===== config.mk =====
export PLATFORM = sky130hd
export DESIGN_NAME = floo_axi_test_responder
export DESIGN_NICKNAME = d
export VERILOG_FILES = /design/src/rtl/floo_axi_test_responder.sv
export SDC_FILE = /design/constraint.sdc
export NUM_CORES = 1
export LEC_CHECK = 0
export ABC_AREA = 1
export BUFFER_PORTS_ARGS = -buffer_cell sky130_fd_sc_hd__clkbuf_2
export CAP_MARGIN = 5
export CORE_AREA = 2 2 165 167
export DETAILED_ROUTE_END_ITERATION = 16
export DIE_AREA = 0 0 167 169
export PLACE_DENSITY = 0.87
export REMOVE_ABC_BUFFERS = 1
export SYNTH_ARGS = -nofsm -noshare
export SYNTH_HDL_FRONTEND = slang
export SYNTH_SLANG_ARGS = --single-unit

===== constraint.sdc =====
create_clock -name clk_i -period 9 [get_ports clk_i]
set_clock_uncertainty 0.05 [all_clocks]
set_input_delay 0.45 -clock clk_i [delete_from_list [all_inputs] [get_ports clk_i]]
set_output_delay 0.45 -clock clk_i [all_outputs]
set_load 0.02 [all_outputs]

===== src/rtl/floo_axi_test_responder.sv =====
// AXI4 test subordinate: reads return an address pattern, writes are checked against it.
// Define FLOO_AXI_TEST_RSP_STATS_EN to build the read/write/error transaction counters.
package floo_axi_test_pkg;
  typedef struct packed {
    logic [3:0]  id;
    logic [47:0] addr;
    logic [7:0]  len;
    logic [2:0]  size;
    logic [1:0]  burst;
  } ax_chan_t;

  typedef struct packed {
    logic [63:0] data;
    logic [7:0]  strb;
    logic        last;
  } w_chan_t;

  typedef struct packed {
    logic [3:0] id;
    logic [1:0] resp;
    logic [0:0] user;
  } b_chan_t;

  typedef struct packed {
    logic [3:0]  id;
    logic [63:0] data;
    logic [1:0]  resp;
    logic        last;
    logic [0:0]  user;
  } r_chan_t;

  typedef struct packed {
    ax_chan_t aw;
    logic     aw_valid;
    w_chan_t  w;
    logic     w_valid;
    logic     b_ready;
    ax_chan_t ar;
    logic     ar_valid;
    logic     r_ready;
  } axi_req_t;

  typedef struct packed {
    logic    aw_ready;
    logic    ar_ready;
    logic    w_ready;
    b_chan_t b;
    logic    b_valid;
    r_chan_t r;
    logic    r_valid;
  } axi_rsp_t;
endpackage

module floo_axi_test_responder #(
  parameter int unsigned          AddrWidth   = 48,
  parameter int unsigned          DataWidth   = 64,
  parameter int unsigned          IdWidth     = 4,
  parameter int unsigned          UserWidth   = 1,
  parameter logic [AddrWidth-1:0] MemBaseAddr = '0,
  parameter logic [AddrWidth-1:0] MemSize     = AddrWidth'('h1_0000),
  parameter int unsigned          RspLatency  = 4,
  parameter type                  axi_req_t   = floo_axi_test_pkg::axi_req_t,
  parameter type                  axi_rsp_t   = floo_axi_test_pkg::axi_rsp_t
) (
  input  logic        clk_i,
  input  logic        rst_ni,
  input  axi_req_t    axi_req_i,
  output axi_rsp_t    axi_rsp_o,
  output logic [31:0] mismatch_cnt_o,
  output logic [31:0] rd_txn_cnt_o,
  output logic [31:0] wr_txn_cnt_o,
  output logic [31:0] err_cnt_o
);
  localparam int unsigned StrbWidth = DataWidth / 8;
  localparam int unsigned Lanes     = DataWidth / 32;
  localparam logic [31:0] AlignMask = ~(32'(StrbWidth) - 32'd1);
  localparam logic [7:0]  Lat       = 8'(RspLatency);

  localparam logic [1:0] RespOkay   = 2'b00;
  localparam logic [1:0] RespSlvErr = 2'b10;
  localparam logic [1:0] RespDecErr = 2'b11;
  localparam logic [1:0] BurstIncr  = 2'b01;

  localparam logic [1:0] RIdle = 2'd0, RWait = 2'd1, RData = 2'd2;
  localparam logic [1:0] WIdle = 2'd0, WData = 2'd1, WWait = 2'd2, WResp = 2'd3;

  function automatic logic [DataWidth-1:0] pattern(input logic [31:0] a);
    logic [31:0] base;
    base = a & AlignMask;
    pattern = '0;
    for (int i = 0; i < int'(Lanes); i++) pattern[32*i +: 32] = base + 32'(4 * i);
  endfunction

  // Burst type errors win over address decode errors; only the start address is decoded.
  function automatic logic [1:0] decode(input logic [AddrWidth-1:0] addr, input logic [1:0] burst);
    logic [AddrWidth:0] a, lo, hi;
    a  = {1'b0, addr};
    lo = {1'b0, MemBaseAddr};
    hi = lo + {1'b0, MemSize};
    if (burst[1])               decode = RespSlvErr;
    else if (a >= lo && a < hi) decode = RespOkay;
    else                        decode = RespDecErr;
  endfunction

  logic [1:0]         r_state_q, r_state_d, w_state_q, w_state_d;
  logic [7:0]         r_cnt_q, r_cnt_d, w_cnt_q, w_cnt_d;
  logic [IdWidth-1:0] r_id_q, r_id_d, w_id_q, w_id_d;
  logic [31:0]        r_addr_q, r_addr_d, w_addr_q, w_addr_d;
  logic [7:0]         r_len_q, r_len_d, w_len_q, w_len_d;
  logic [7:0]         r_beat_q, r_beat_d, w_beat_q, w_beat_d;
  logic [2:0]         r_size_q, r_size_d, w_size_q, w_size_d;
  logic [1:0]         r_burst_q, r_burst_d, w_burst_q, w_burst_d;
  logic [1:0]         r_resp_q, r_resp_d, w_resp_q, w_resp_d;
  logic [31:0]        mismatch_cnt_q, mismatch_cnt_d, mism_add;
  logic [32:0]        mism_sum;
  logic [DataWidth-1:0] w_pat;

  always_comb begin
    r_state_d = r_state_q;
    r_cnt_d   = r_cnt_q;
    r_id_d    = r_id_q;
    r_addr_d  = r_addr_q;
    r_len_d   = r_len_q;
    r_beat_d  = r_beat_q;
    r_size_d  = r_size_q;
    r_burst_d = r_burst_q;
    r_resp_d  = r_resp_q;
    case (r_state_q)
      RIdle: begin
        if (axi_req_i.ar_valid) begin
          r_id_d    = axi_req_i.ar.id;
          r_addr_d  = axi_req_i.ar.addr[31:0] & AlignMask;
          r_len_d   = axi_req_i.ar.len;
          r_size_d  = axi_req_i.ar.size;
          r_burst_d = axi_req_i.ar.burst;
          r_resp_d  = decode(axi_req_i.ar.addr, axi_req_i.ar.burst);
          r_beat_d  = '0;
          r_cnt_d   = Lat;
          r_state_d = (Lat == 8'd0) ? RData : RWait;
        end
      end
      RWait: begin
        r_cnt_d = r_cnt_q - 8'd1;
        if (r_cnt_q == 8'd1) r_state_d = RData;
      end
      RData: begin
        if (axi_req_i.r_ready) begin
          if (r_beat_q == r_len_q) begin
            r_state_d = RIdle;
          end else begin
            r_beat_d = r_beat_q + 8'd1;
            if (r_burst_q == BurstIncr) r_addr_d = r_addr_q + (32'd1 << r_size_q);
          end
        end
      end
      default: r_state_d = RIdle;
    endcase
  end

  // A misplaced or missing w_last poisons the response; the burst still ends on w_last.
  always_comb begin
    w_state_d = w_state_q;
    w_cnt_d   = w_cnt_q;
    w_id_d    = w_id_q;
    w_addr_d  = w_addr_q;
    w_len_d   = w_len_q;
    w_beat_d  = w_beat_q;
    w_size_d  = w_size_q;
    w_burst_d = w_burst_q;
    w_resp_d  = w_resp_q;
    mism_add  = '0;
    w_pat     = pattern(w_addr_q);
    case (w_state_q)
      WIdle: begin
        if (axi_req_i.aw_valid) begin
          w_id_d    = axi_req_i.aw.id;
          w_addr_d  = axi_req_i.aw.addr[31:0] & AlignMask;
          w_len_d   = axi_req_i.aw.len;
          w_size_d  = axi_req_i.aw.size;
          w_burst_d = axi_req_i.aw.burst;
          w_resp_d  = decode(axi_req_i.aw.addr, axi_req_i.aw.burst);
          w_beat_d  = '0;
          w_state_d = WData;
        end
      end
      WData: begin
        if (axi_req_i.w_valid) begin
          if (w_resp_q == RespOkay) begin
            for (int j = 0; j < int'(StrbWidth); j++) begin
              if (axi_req_i.w.strb[j] && (axi_req_i.w.data[8*j +: 8] != w_pat[8*j +: 8]))
                mism_add = mism_add + 32'd1;
            end
          end
          if (axi_req_i.w.last != (w_beat_q == w_len_q)) w_resp_d = RespSlvErr;
          w_beat_d = w_beat_q + 8'd1;
          if (w_burst_q == BurstIncr) w_addr_d = w_addr_q + (32'd1 << w_size_q);
          if (axi_req_i.w.last) begin
            w_cnt_d   = Lat;
            w_state_d = (Lat == 8'd0) ? WResp : WWait;
          end
        end
      end
      WWait: begin
        w_cnt_d = w_cnt_q - 8'd1;
        if (w_cnt_q == 8'd1) w_state_d = WResp;
      end
      WResp: begin
        if (axi_req_i.b_ready) w_state_d = WIdle;
      end
      default: w_state_d = WIdle;
    endcase
    mism_sum       = {1'b0, mismatch_cnt_q} + {1'b0, mism_add};
    mismatch_cnt_d = mism_sum[32] ? 32'hFFFF_FFFF : mism_sum[31:0];
  end

  always_ff @(posedge clk_i or negedge rst_ni) begin
    if (!rst_ni) begin
      r_state_q <= RIdle;  w_state_q <= WIdle;
      r_cnt_q   <= '0;     w_cnt_q   <= '0;
      r_id_q    <= '0;     w_id_q    <= '0;
      r_addr_q  <= '0;     w_addr_q  <= '0;
      r_len_q   <= '0;     w_len_q   <= '0;
      r_beat_q  <= '0;     w_beat_q  <= '0;
      r_size_q  <= '0;     w_size_q  <= '0;
      r_burst_q <= '0;     w_burst_q <= '0;
      r_resp_q  <= '0;     w_resp_q  <= '0;
      mismatch_cnt_q <= '0;
    end else begin
      r_state_q <= r_state_d;  w_state_q <= w_state_d;
      r_cnt_q   <= r_cnt_d;    w_cnt_q   <= w_cnt_d;
      r_id_q    <= r_id_d;     w_id_q    <= w_id_d;
      r_addr_q  <= r_addr_d;   w_addr_q  <= w_addr_d;
      r_len_q   <= r_len_d;    w_len_q   <= w_len_d;
      r_beat_q  <= r_beat_d;   w_beat_q  <= w_beat_d;
      r_size_q  <= r_size_d;   w_size_q  <= w_size_d;
      r_burst_q <= r_burst_d;  w_burst_q <= w_burst_d;
      r_resp_q  <= r_resp_d;   w_resp_q  <= w_resp_d;
      mismatch_cnt_q <= mismatch_cnt_d;
    end
  end

  always_comb begin
    axi_rsp_o          = '0;
    axi_rsp_o.aw_ready = (w_state_q == WIdle);
    axi_rsp_o.ar_ready = (r_state_q == RIdle);
    axi_rsp_o.w_ready  = (w_state_q == WData);
    axi_rsp_o.b_valid  = (w_state_q == WResp);
    axi_rsp_o.b.id     = w_id_q;
    axi_rsp_o.b.resp   = w_resp_q;
    axi_rsp_o.b.user   = UserWidth'(0);
    axi_rsp_o.r_valid  = (r_state_q == RData);
    axi_rsp_o.r.id     = r_id_q;
    axi_rsp_o.r.data   = pattern(r_addr_q);
    axi_rsp_o.r.resp   = r_resp_q;
    axi_rsp_o.r.last   = (r_beat_q == r_len_q);
    axi_rsp_o.r.user   = UserWidth'(0);
  end

  assign mismatch_cnt_o = mismatch_cnt_q;

`ifdef FLOO_AXI_TEST_RSP_STATS_EN
  logic        rd_done, wr_done;
  logic [31:0] rd_txn_cnt_q, rd_txn_cnt_d, wr_txn_cnt_q, wr_txn_cnt_d, err_cnt_q, err_cnt_d;

  always_comb begin
    rd_done      = (r_state_q == RData) && axi_req_i.r_ready && (r_beat_q == r_len_q);
    wr_done      = (w_state_q == WResp) && axi_req_i.b_ready;
    rd_txn_cnt_d = rd_txn_cnt_q + 32'(rd_done);
    wr_txn_cnt_d = wr_txn_cnt_q + 32'(wr_done);
    err_cnt_d    = err_cnt_q + 32'(rd_done && (r_resp_q != RespOkay))
                             + 32'(wr_done && (w_resp_q != RespOkay));
  end

  always_ff @(posedge clk_i or negedge rst_ni) begin
    if (!rst_ni) begin
      rd_txn_cnt_q <= '0;
      wr_txn_cnt_q <= '0;
      err_cnt_q    <= '0;
    end else begin
      rd_txn_cnt_q <= rd_txn_cnt_d;
      wr_txn_cnt_q <= wr_txn_cnt_d;
      err_cnt_q    <= err_cnt_d;
    end
  end

  assign rd_txn_cnt_o = rd_txn_cnt_q;
  assign wr_txn_cnt_o = wr_txn_cnt_q;
  assign err_cnt_o    = err_cnt_q;
`else
  assign rd_txn_cnt_o = '0;
  assign wr_txn_cnt_o = '0;
  assign err_cnt_o    = '0;
`endif

endmodule


* Word level (Yosys, flattened, before mapping)
Cells that the tools add are included.
** Word-level totals
- Output and inout bits :: 212
- Flip-flop bits (word level) :: 170
- Bits of input ports :: 210
** Cells by class
- Shift-type cells :: 2
- Add/subtract/negate cells :: 16
- Equal/unequal tests :: 33
- Reduce and logical (&&, ||, !) cells :: 26
- Muxes and demuxes :: 73
- $lt $le $gt $ge :: 2
** Operators by type and width (number)
- $mux 32 :: 39
- $add 32x1->32 const B :: 7
- $pmux 32 s2 :: 2
- $lt 48x17->1 const B :: 2
- $add 32x3->32 const B :: 2
- $add 32x32->32 :: 2
- $mux 8 :: 8
- $ne 8x8->1 :: 8
- $pmux 8 s2 :: 4
- $shl 1x3->32 const A :: 2
- $add 32x32->33 :: 1
- $mux 2 :: 16
- $ne 2x2->1 const B :: 9
- $add 8x1->8 const B :: 2
- $eq 8x1->1 const B :: 2
- $eq 8x8->1 :: 2
- $reduce_and 4->1 :: 4
- $sub 8x1->8 const B :: 2
- $reduce_and 5->1 :: 2
- $eq 2x1->1 const B :: 4
- $logic_and 1x1->1 :: 8
- $ne 2x1->1 const B :: 4
- $pmux 2 s4 :: 1
- $reduce_bool 2->1 :: 4
- 8 further kinds :: 15

* Depth between registers and ports, before layout
- Depth in word-level cells :: 43
- Depth in mapped cells :: 44

* Worst setup path before layout
Ideal clock, no wire load.
- Path type :: input to register
- From :: input axi_req_i[85] in the netlist's numbering
- To :: register mismatch_cnt_q[31], in the netlist mismatch_cnt_o[31]
- Setup slack :: 3.003 ns
- Cell stages on the path :: 39
- Buffers on the path :: 0
- Arrival time :: 5.813 ns
- Setup time :: 0.135 ns
- Data required time :: 8.815 ns
- Path through :: xor2_1 nor4_1 nand3_1 nand2_1 inv_1 ha_1 inv_1 nand3_1 nand2_2 ha_1 nand2_1 nand2_1 ha_1 or2_1 nand2_2 inv_1 ha_1 nand2_1 [... 3 more ...] o21ai_2 ha_1 or2_2 nand3_1 inv_1 ha_1 nand2_1 o21ai_1 a21o_1 a21oi_1 nor3_2 inv_1 nor2_1 nand2_1 inv_1 nand2_1 nand2_1 nand3_1
** Between the ends
- Cells in the longest elaborated chain, start to end :: 43
** Ends and longest elaborated chain
- start: declaration :: line 67 : input axi_req_t axi_req_i,
- $ne 8x8->1 (*) :: line 190 : if (axi_req_i.w.strb[j] && (axi_req_i.w.data[8*j +: 8] != w_pat[8*j +: 8]))
- $logic_and 1x1->1 (*) :: line 190
- $mux 1 (*) :: line 190
- $mux 32 (*) :: line 188 : if (w_resp_q == RespOkay) begin
- $mux 32 (*) :: line 187 : if (axi_req_i.w_valid) begin
- $mux 32 (*) :: line 173 : case (w_state_q)
- $add 32x1->32 :: line 191 : mism_add = mism_add + 32'd1;
- $mux 32 (*) :: line 190
- [... 28 more ...]
- $add 32x1->32 :: line 191
- $mux 32 (*) :: line 190
- $mux 32 (*) :: line 188
- $mux 32 (*) :: line 187
- $mux 32 (*) :: line 173
- $add 32x32->33 (*) :: line 212 : mism_sum = {1'b0, mismatch_cnt_q} + {1'b0, mism_add};
- $mux 32 (*) :: line 213 : mismatch_cnt_d = mism_sum[32] ? 32'hFFFF_FFFF : mism_sum[31:0];
- net mismatch_cnt_d[31] :: line 114 : logic [31:0] mismatch_cnt_q, mismatch_cnt_d, mism_add;
- end signal: assignment :: line 238 : mismatch_cnt_q <= mismatch_cnt_d;
- end: declaration :: line 114
The timed path passes the listed nets; every way through them passes the cells marked *. The select of a mux whose other input is x is not followed.
A chain may end at the register's enable or synchronous reset.

* Worst setup path after layout
- From :: register w_addr_q[4]
- To :: register mismatch_cnt_q[31], in the netlist mismatch_cnt_o[31]
** Between the ends
- Cells in the longest elaborated chain, start to end :: 43
- Elaborated cells between the ends (all ways) :: 52
- Classes of those cells :: add/sub: 9; eq/ne: 5; mux: 33; reduce/logical: 5
** Ends and longest elaborated chain
- start: declaration :: line 108 : logic [31:0] r_addr_q, r_addr_d, w_addr_q, w_addr_d;
- start signal: assignment :: line 232 : r_addr_q <= r_addr_d; w_addr_q <= w_addr_d;
- $ne 8x8->1 :: line 190
- $logic_and 1x1->1 :: line 190
- $mux 1 :: line 190
- $mux 32 :: line 188
- $mux 32 :: line 187
- $mux 32 :: line 173
- $add 32x1->32 :: line 191
- $mux 32 :: line 190
- [... 28 more ...]
- $add 32x1->32 :: line 191
- $mux 32 (*) :: line 190
- $mux 32 (*) :: line 188
- $mux 32 (*) :: line 187
- $mux 32 (*) :: line 173
- $add 32x32->33 (*) :: line 212
- $mux 32 (*) :: line 213
- net mismatch_cnt_d[31] :: line 114
Marks and branches as above.

==> flow_summary.yaml <==
placed_design:
  dp_hpwl_mm: 27.0
  finalWeightedCongestion: 0.921
  post-place-ws_ns: 1.59
  io_buffers: 311
clock_network:
  hold_buffers: 0
  root_buffer: "clkbuf_16"
  clockBufferDepth: 2
  cts_resized: 0
  numCtsBuffers: 17
  cts_setup_buffers: 0
  cts_tree: "built"
  htreeDepth: 4
  clock_latency_ns: 0.44
  numClockSinks: 170
  path_clk_slew_ns: 0.07
flow_run:
  cap_violations: 0
synth:
  netlist_area_sq_um: 13200
  synth_cell_types: 56
  yosysTopAreaCellShare_pct: 32.3
  ys_top_cells_by_area: "dfrtp_1 32%, nand2_1 10%, buf_4 9.3%"
  yosysTopAreaCell: "dfrtp_1"
  synth-seq-cells: 170
  synthCells: 1813
  synth_warnings: 0
  ys_seq_area_share_pct: 32.3
  synth_area_per_cell_sq_um: 7.26
critical_path:
  path_common_cell: "nand2_1"
  worstPathRequired_ns: 9.28
  end_kind: "flop"
  crit_path_max_fanout: 26
  cp_slowest_cell: "nand4_1"
  cp_top_family: "simple AND/OR/NAND/NOR gates"
  arrival_ns: 7.60
  start_kind: "flop"
  path_class: "reg2reg"
  path_buf_inv: 3
  cpPeakStageDelay_ns: 0.90
die:
  die_x_microns: 167
  rows: 60
  core_area_sq_um: 26500
  dieArea_sq_um: 28200
  die_h_microns: 169
  start_util_pct: 49.7
  ios: 422
timing:
  fmax_mhz: 136
  slew_headroom_pct: 21.8
  tightestPinTransition_ns: 1.17
  finalCriticalPeriod_ns: 7.33
  setup_ws_ns: 1.67
  rsz0062_at_grt: "no"
  tns_ns: 0
  fin_crit_sh_pct: 81.4
  hold_violations: 0
  final_max_slew_viol_count: 0
  setup_viol_count_final: 0
drt:
  drt.antenna.violating_nets: 0
  wirelength_mm: 35.1
  vias: 12700
  post-route-drc-count: 0
  first_pass_iters: 8
  dr.first_iter.drc_count: 905
  via_per_inst: 5.28
  wl_per_cell_microns: 14.6
global_route:
  gr-usage-met2_pct: 42.8
  grt_pass1_vias: 12100
  grt_antenna_before_repair: 2
  grt_busiest_layer: "met2"
  globalRouteMet1Util_pct: 30.9
  met3_usage_pct: 4.00
  grt_first_pass_wirelength_mm: 57.4
  globalRoute.totalOverflow: 0
  track_usage_pct: 24.6
  grt_max_degree: 110
power:
  p_leak_nw: 7.78
  p_total_mw: 3.48
  power_density_nw_per_um2: 235
  peakVddDrop_v: 0.000130
cells_and_area:
  fin_nets: 2306
  final_cell_mix: "368 x nand2_1, 310 x clkbuf_2, 196 x inv_1"
  layout_commonest_cell: "nand2_1"
  fillers: 2392
  fin_util_pct: 55.9
  drive_above_1_share_pct: 22.1
  areaGrowthSynthToFinish_pct: 12.5
outcome:
  status: "complete, no violations"
worst_hold_path:
  hold_path.class: "in2async"
## Yosys cell counts (all sizes together)
cell type    n
clkbuf      28
o22ai       30
xnor2       32
o221ai       2
o21ai      136
a21boi       1
nor2       143
nand3      100
a221oi       3
mux2        13
o21bai       2
buf        173
dfrtp      170
and3         2
nor4        37
a21o         3
a22oi        1
nor3b        4
inv        211
o211ai      21
nand2      390
xor2        38
conb         2
and2         1
o2111ai      1
a31oi        4
a21oi       70
or2         31
ha          41
o31ai        4
nor3        67
nand4       38
nand3b       7
o21a         1
o41ai        1
o211a        1
a2bb2oi      1
fa           3
## worst register-to-register path, delay by kind of cell, from the launching register on
kind                     cells  cell delay (ns)
flip-flops                   1             0.45
XOR/XNOR                     1             0.18
AO/OA/AOI/OAI                5             0.71
adder cells (fa/ha/maj)      7             2.23
AND/OR/NAND/NOR             18             3.43
buffers and inverters        3             0.18
## stage by stage
step / area (sq um) / cells / hold WS (ns)
finish: 14800 / 2407 / 0.0810
global route: 14800 / 2407 / 0.170
CTS: 14800 / 2406 / 0.155
detailed placement: 14200 / 2374 / 0.414
global placement: 14200 / 2374 / 0.406
floorplan: 12200 / 1717 / 0.104
## flip-flops by register name, summed over array words and instances (netlist names), 4 cells and up
register,count
mismatch_cnt_o,32
r_addr_q,32
w_addr_q,32
r_beat_q,8
r_cnt_q,8
r_len_q,8
w_beat_q,8
w_cnt_q,8
w_len_q,8
r_id_q,4
w_id_q,4
## power breakdown
| part | switching (mW) | leakage, nW | total (mW) | internal, mW |
|---|---|---|---|---|
| logic | 0.971 | 5.40 | 1.52 | 0.544 |
| clock network | 0.373 | 0.291 | 0.773 | 0.400 |
| registers | 0.230 | 2.08 | 1.19 | 0.961 |
| total | 1.57 | 7.78 | 3.48 | 1.90 |
## routing by layer
metal	share of wire (%)	routed length, microns
met1	41	14300
met2	49	17300
met5	0	0
met3	7.3	2560
met4	2.6	900
## cell type report
type                            count  area [sq um]  share of cell area (%)
Clock buffer                       17           425                    2.87
Antenna cell                        1          2.50                  0.0169
Tap cell                          341           427                    2.88
Timing Repair Buffer              316          1600                    10.8
Multi-Input combinational cell   1336          7130                    48.2
Clock inverter                     15           180                    1.22
Inverter                          211           792                    5.35
Sequential cell                   170          4250                    28.7
## worst paths after layout
path                                    startpoint                      endpoint  slack, ns  cells after the start
max                        w_addr_q[4]$_DFFE_PN0P_  mismatch_cnt_o[31]$_DFF_PN0_       1.67                     34
min                                         rst_ni         r_id_q[0]$_DFFE_PN0P_       0.08                      1
max reg2reg                w_addr_q[4]$_DFFE_PN0P_  mismatch_cnt_o[31]$_DFF_PN0_       1.67                     34
min reg2reg                  r_id_q[3]$_DFFE_PN0P_         r_id_q[3]$_DFFE_PN0P_       0.43                      2
max in group asynchronous                   rst_ni   mismatch_cnt_o[0]$_DFF_PN0_       7.35                      2
min in group clk_i                   axi_req_i[12]        r_len_q[5]$_DFFE_PN0P_       0.17                      3
## kinds of logic (layout without fill, tap and decap cells)
logic type,count (synthesis),count (layout),share of synthesized area [%]
AO/OA/AOI/OAI,282,282,12.2
XOR/XNOR,70,70,4.66
adder cells (fa/ha/maj),44,44,4.35
buffers and inverters,412,559,16.5
flip-flops,170,170,32.3
multiplexers,13,13,1.11
other,2,108,0.0570
AND/OR/NAND/NOR,820,820,28.8
No activity file was read; power rests on OpenSTA's default activity.
